===== config.mk =====
export PLATFORM = sky130hd
export DESIGN_NAME = conv_frame_scheduler
export DESIGN_NICKNAME = d
export VERILOG_FILES = /design/src/rtl/conv_frame_scheduler_pkg.sv /design/src/rtl/conv_frame_scheduler_raster_addr_gen.sv /design/src/rtl/conv_frame_scheduler.sv
export SDC_FILE = /design/constraint.sdc
export NUM_CORES = 1
export LEC_CHECK = 0
export ABC_AREA = 1
export CORE_MARGIN = 4
export CORE_UTILIZATION = 34
export DETAILED_ROUTE_END_ITERATION = 10
export HOLD_SLACK_MARGIN = 0.1
export SYNTH_ARGS = -nofsm -noshare
export SYNTH_HDL_FRONTEND = slang
export SYNTH_HIERARCHICAL = 1
export SYNTH_SLANG_ARGS = --single-unit

===== constraint.sdc =====
create_clock -name clk -period 2.25 [get_ports clk]
set_input_delay 0.3375 -clock clk [delete_from_list [all_inputs] [get_ports clk]]
set_output_delay 0.3375 -clock clk [all_outputs]
set_load 0.02 [all_outputs]

===== src/rtl/conv_frame_scheduler_pkg.sv =====
// Shared types and defaults for the conv frame scheduler.
// Holds the FSM state enum, frame/kernel defaults and width helpers.
package conv_frame_scheduler_pkg;

    typedef enum logic [1:0] {
        S_IDLE  = 2'd0,
        S_FETCH = 2'd1,
        S_DRAIN = 2'd2,
        S_DONE  = 2'd3
    } state_t;

    localparam int DEF_I_F_BW = 8;
    localparam int DEF_IX     = 28;
    localparam int DEF_IY     = 28;
    localparam int DEF_KX     = 5;
    localparam int DEF_KY     = 5;
    localparam int DEF_RD_LAT = 1;

    function automatic int win_count(
        input int ix,
        input int iy,
        input int kx,
        input int ky
    );
        return (ix - kx + 1) * (iy - ky + 1);
    endfunction

    localparam int DEF_WIN_COUNT =
        win_count(DEF_IX, DEF_IY, DEF_KX, DEF_KY);

    // $clog2 that never yields a zero-width vector
    function automatic int cw(input int n);
        return (n <= 1) ? 1 : $clog2(n);
    endfunction

endpackage


===== src/rtl/conv_frame_scheduler_raster_addr_gen.sv =====
// Raster x/y/address counter for one IX x IY frame.
// Ports: clk, reset_n, clr (sync clear), en (advance), x, y, addr, last.
module raster_addr_gen
    import conv_frame_scheduler_pkg::*;
#(
    parameter int   IX = DEF_IX,
    parameter int   IY = DEF_IY,
    localparam int  XW = cw(IX),
    localparam int  YW = cw(IY),
    localparam int  AW = cw(IX * IY)
) (
    input  logic          clk,
    input  logic          reset_n,
    input  logic          clr,
    input  logic          en,
    output logic [XW-1:0] x,
    output logic [YW-1:0] y,
    output logic [AW-1:0] addr,
    output logic          last
);

    localparam logic [XW-1:0] X_MAX = XW'(IX - 1);
    localparam logic [AW-1:0] A_MAX = AW'(IX * IY - 1);

    assign last = (addr == A_MAX);

    // The last address folds back to 0 so the next frame starts clean.
    always_ff @(posedge clk) begin
        if (!reset_n || clr || (en && last)) begin
            x    <= '0;
            y    <= '0;
            addr <= '0;
        end else if (en) begin
            addr <= addr + 1'b1;
            if (x == X_MAX) begin
                x <= '0;
                y <= y + 1'b1;
            end else begin
                x <= x + 1'b1;
            end
        end
    end

endmodule


===== src/rtl/conv_frame_scheduler.sv =====
// Streams one frame from pixel memory into the KXxKY line buffer.
// Ports: clk/reset_n, i_start/i_abort/i_conv_ready control, o_rd_en/o_rd_addr/i_rd_data memory side,
// o_lb_valid/o_lb_pixel/o_lb_reset_n line buffer, o_win_fire/o_win_x/o_win_y window tag, o_busy/o_done status.
module conv_frame_scheduler
    import conv_frame_scheduler_pkg::*;
#(
    parameter int   I_F_BW = DEF_I_F_BW,
    parameter int   IX     = DEF_IX,
    parameter int   IY     = DEF_IY,
    parameter int   KX     = DEF_KX,
    parameter int   KY     = DEF_KY,
    parameter int   RD_LAT = DEF_RD_LAT,
    localparam int  AW     = cw(IX * IY),
    localparam int  WXW    = cw(IX - KX + 1),
    localparam int  WYW    = cw(IY - KY + 1)
) (
    input  logic              clk,
    input  logic              reset_n,
    input  logic              i_start,
    input  logic              i_abort,
    input  logic              i_conv_ready,
    output logic              o_rd_en,
    output logic [AW-1:0]     o_rd_addr,
    input  logic [I_F_BW-1:0] i_rd_data,
    output logic              o_lb_valid,
    output logic [I_F_BW-1:0] o_lb_pixel,
    output logic              o_lb_reset_n,
    output logic              o_win_fire,
    output logic [WXW-1:0]    o_win_x,
    output logic [WYW-1:0]    o_win_y,
    output logic              o_busy,
    output logic              o_done
);

    localparam int XW = cw(IX);
    localparam int YW = cw(IY);
    localparam logic [XW-1:0] KX_M1 = XW'(KX - 1);
    localparam logic [YW-1:0] KY_M1 = YW'(KY - 1);

    state_t state_q;
    state_t state_d;

    logic          rd_en;
    logic          start_go;
    logic [XW-1:0] rd_x;
    logic [YW-1:0] rd_y;
    logic          rd_last;
    logic          lb_rst_n_q;

    // Tag pipe mirrors the memory latency so each returning word
    // arrives with its own raster position.
    logic [RD_LAT-1:0] pv;
    logic [XW-1:0]     px [RD_LAT];
    logic [YW-1:0]     py [RD_LAT];
    logic              pipe_busy;

    logic          tag_v;
    logic [XW-1:0] tag_x;
    logic [YW-1:0] tag_y;
    logic [XW-1:0] win_dx;
    logic [YW-1:0] win_dy;
    logic          fire;

    assign rd_en    = (state_q == S_FETCH) && i_conv_ready;
    assign start_go = (state_q == S_IDLE) && i_start && !i_abort;

    raster_addr_gen #(
        .IX (IX),
        .IY (IY)
    ) u_addr (
        .clk     (clk),
        .reset_n (reset_n),
        .clr     (i_abort || start_go),
        .en      (rd_en),
        .x       (rd_x),
        .y       (rd_y),
        .addr    (o_rd_addr),
        .last    (rd_last)
    );

    always_ff @(posedge clk) begin
        if (!reset_n) begin
            state_q <= S_IDLE;
        end else begin
            state_q <= state_d;
        end
    end

    // The output stage is being consumed this cycle, so DRAIN may
    // leave once nothing is left in the earlier stages.
    always_comb begin
        pipe_busy = 1'b0;
        for (int i = 0; i < RD_LAT - 1; i++) begin
            pipe_busy = pipe_busy | pv[i];
        end
    end

    always_comb begin
        state_d = state_q;
        unique case (state_q)
            S_IDLE:  if (i_start) state_d = S_FETCH;
            S_FETCH: if (rd_en && rd_last) state_d = S_DRAIN;
            S_DRAIN: if (!pipe_busy) state_d = S_DONE;
            S_DONE:  state_d = S_IDLE;
            default: state_d = S_IDLE;
        endcase
        if (i_abort) begin
            state_d = S_IDLE;
        end
    end

    always_ff @(posedge clk) begin
        if (!reset_n) begin
            pv <= '0;
            for (int i = 0; i < RD_LAT; i++) begin
                px[i] <= '0;
                py[i] <= '0;
            end
        end else if (i_abort) begin
            pv <= '0;
        end else begin
            pv[0] <= rd_en;
            px[0] <= rd_x;
            py[0] <= rd_y;
            for (int i = 1; i < RD_LAT; i++) begin
                pv[i] <= pv[i-1];
                px[i] <= px[i-1];
                py[i] <= py[i-1];
            end
        end
    end

    // Line buffer is resynced on the cycle after a start or abort.
    always_ff @(posedge clk) begin
        if (!reset_n) begin
            lb_rst_n_q <= 1'b0;
        end else begin
            lb_rst_n_q <= !(i_abort || start_go);
        end
    end

    assign tag_v  = pv[RD_LAT-1];
    assign tag_x  = px[RD_LAT-1];
    assign tag_y  = py[RD_LAT-1];
    assign win_dx = tag_x - KX_M1;
    assign win_dy = tag_y - KY_M1;
    assign fire   = tag_v && (tag_x >= KX_M1) && (tag_y >= KY_M1);

    assign o_rd_en      = rd_en;
    assign o_lb_valid   = tag_v;
    assign o_lb_pixel   = tag_v ? i_rd_data : '0;
    assign o_lb_reset_n = lb_rst_n_q;
    assign o_win_fire   = fire;
    assign o_win_x      = fire ? WXW'(win_dx) : '0;
    assign o_win_y      = fire ? WYW'(win_dy) : '0;
    assign o_busy       = (state_q == S_FETCH) || (state_q == S_DRAIN);
    assign o_done       = (state_q == S_DONE);

endmodule

==> results.md <==
* Vias in the first global route at roughly 1,500
* GRT overflow at 0
* Final worst path period share at 90.8%
* Status: finished clean
* Root Buffer: clkbuf_8
* DRT Pass-1 Iters at 4
* Area grow syn2layout at 30.8%
* Path depth of the worst reg2reg path at 9
* Slew Viols, Final at 0
* Final setup margin at approximately 0.21 ns
* Worst-path clk slew at about 0.07 ns
* Routed Antenna Nets at 0
* Slew margin rel. at 72.0%
* Dpl ws at about 0.27 ns
* Die width at roughly 84 microns
* Min Tclk post-route at between 2 and 2.5 ns
* Seq/Total Area, Yosys at between 40% and 50%
* Sink Count at 34
* Slowest CP cell: clkdlybuf4s50_1
* Ordered cell list for the critical path: inv_1 > ha_1 > nand2_1 > inv_1 > clkdlybuf4s50_1
* CP Class: reg -> out
* RSZ-0062 raised after global routing: no
* CORE AREA at between 5000 and 6000 sq um
* R2r setup slk at 0.58 ns
* Cell taking the most area after synthesis: dfxtp_1
* Antenna cell count at 0
* Pwr per Cell Area at 460 nW/um^2
* Initial Util at 35.2%
* Total track usage at a little over a tenth
* Final TNS setup at 0 ns
* Share of the synthesized area in the top cell type at roughly 25%
* Vias at 1,665
* TritonCTS clock tree: done
* Biggest cell delay along the critical path at between 0.6 and 0.7 ns
* Final setup viols at 0
* Max cap viols at 0
* Largest net degree at the start of global routing at 21
* # rows at 27
* Pleak at 1.19 nW
* Post-CTS Setup Bufs at 0
* DP Wirelength at a little under 3000 microns
* RR Startpoint: state_q[1]
* Most frequent CP cell: inv_1
* Clock Skews at between 0.004 and 0.005 ns
* Cts bufs inserted at 5
* CP required at about 1.9 ns
* IO Count at 47
* Unique cell type count in the Yosys netlist at 26
* Mapped cell area at ~1900 sq um
* Gpl congestion at 0.782
* Critical Path End Type: primary output
* Yosys warns at 6
* Nets at approximately 340
* Startpoint Class: flop
* Die ar. at 7010 sq um
* Fill cells at a little under 600
* Clock Latency Late Sink at ~0.28 ns
* WL final at 3800 microns
* Slew @ Worst Pin at 0.420 ns
* I/O Buffers at 46
* Share of post-route cells with drive strength above 1 at roughly 7.7%
* Synth Register Bits at 34
* Post-DR wirelength/cell at roughly 9.9 microns
* CP Capture Point: o_rd_en
* Syn Nets at 287
* Initial antenna violation count at 0
* Setup crit start: state_q[1]
* DR DRC count at 0
* Hold crit path type: reg -> reg
* Via density at between 4 and 5
* Worst path arrival time at 1.71 ns
* DR iter-0 viols at 82
* Worst vdd ir at around 0.00024 V
* Post-synthesis instance total at ~260
* Max Fclk at between 400 and 500 MHz
* Top cells by area, synth: dfxtp_1 25%, edfxtp_1 15%, nand2_1 11%
* Syn Area/Cell at about 7.4 sq um
* First-pass GRT wire length at 6470 microns
* CP Max Fanout at 4
* RR Endpoint: u_addr/x[3]
* Max clock buf depth at 2
* Fin. Hold Viols at 0
* Die Height at approximately 84 microns
* Hold Slack at between 0.4 and 0.5 ns
* H-tree depth at 2
## Yosys cell counts
master / instances
nand2_4: 1
xnor2_1: 5
edfxtp_1: 10
buf_6: 3
nand4_1: 6
nand2_2: 7
xor2_1: 5
nand3_1: 11
inv_2: 1
dfxtp_1: 24
buf_2: 1
nor2_2: 2
nor3_1: 1
nand4_2: 1
inv_1: 47
nand2_1: 58
a21oi_1: 9
nor2_4: 2
or2_2: 1
nor2_1: 49
ha_1: 12
nor3_4: 1
nand3b_1: 1
nand3_4: 1
buf_4: 1
o21ai_0: 2
## layout make-up
| cell class | count | area [sq um] | area share [%] |
|---|---|---|---|
| multi-input combinational | 175 | 942 | 36.9 |
| clock inverter | 3 | 11.3 | 0.442 |
| sequential | 34 | 781 | 30.6 |
| inverter | 48 | 180 | 7.07 |
| tap | 72 | 90.1 | 3.53 |
| clock buffer | 5 | 68.8 | 2.70 |
| timing repair buffer | 48 | 477 | 18.7 |
## worst max-delay path: cells and delay by family (launching register included)
family        cells  cell delay [ns]
buf+inv           3             0.85
fa+ha+maj         1             0.17
flops             1             0.34
simple gates      1             0.07
## state kept, by name, summed over array words and instances, names as in the netlist
signal        flops
u_addr/y          5
o_lb_valid        1
u_addr/x          5
px                5
state_q           2
o_lb_reset_n      1
u_addr/addr      10
py                5
## timing repair
action | CTS | global route
endpoints found under the setup margin | 7 | 4
gates resized for setup | 7 | 4
hold buffers | 0 | 0
## per-layer routing
metal	track usage (%)	vias up	wire length (microns)
met1	14.1	716	1890
met2	17.9	54	1660
met4	2.19	0	23
met5	0	-	0
met3	3.46	2	225
li1	-	893	-
## report_power, final
group / switching, mW / total, mW / internal (mW)
clock: 0.201 / 0.407 / 0.206
sequential: 0.00800 / 0.648 / 0.640
combinational: 0.0650 / 0.118 / 0.0531
total: 0.274 / 1.17 / 0.900
## stage by stage
stage               util (%)  std cells  power [mW]  instance area (sq um)
finish                  46.0        385        1.17                   2550
global route            46.0        385        1.23                   2550
detailed placement      44.6        377       0.781                   2470
global placement        44.6        377       0.780                   2470
CTS                     45.8        385        1.19                   2540
floorplan                  -        262       0.736                   1950
## cell usage in the layout (no fill, tap or decap), types with 2 or more instances in the layout
| cell type | count |
|---|---|
| nor2_1 | 49 |
| xnor2_1 | 5 |
| a21oi_1 | 9 |
| dlymetal6s2s_1 | 4 |
| clkinv_1 | 3 |
| nand2_2 | 7 |
| buf_4 | 2 |
| clkdlybuf4s50_1 | 35 |
| xor2_1 | 5 |
| nand2_1 | 58 |
| inv_1 | 47 |
| edfxtp_1 | 10 |
| clkbuf_8 | 5 |
| nor2_2 | 2 |
| dlygate4sd2_1 | 7 |
| o21ai_0 | 2 |
| ha_1 | 12 |
| dfxtp_1 | 24 |
| nand3_1 | 11 |
| nand4_1 | 6 |
| nor2_4 | 2 |
## worst min path at each step
| stage | endpoint | cells past startpoint | slack (ns) | start |
|---|---|---|---|---|
| floorplan | o_lb_reset_n | 1 | 0.43 | i_start |
| global placement | u_addr/addr[9] | 2 | 0.47 | u_addr/addr[9] |
| detailed placement | u_addr/addr[9] | 2 | 0.47 | u_addr/addr[9] |
| CTS | u_addr/addr[9] | 2 | 0.49 | u_addr/addr[9] |
| global route | u_addr/y[4] | 2 | 0.51 | u_addr/y[4] |
| finish | u_addr/addr[9] | 2 | 0.49 | u_addr/addr[9] |
## kinds of logic after synthesis
family	after synthesis	synth area share (%)
AOI/OAI and AO/OA	11	2.82
adders and majority gates	12	7.70
buffers and inverters	53	11.6
and+or+nand+nor	142	33.3
xor gates and xnor gates	10	4.49
DFF	34	40.1
No activity file was read; power rests on OpenSTA's default activity.
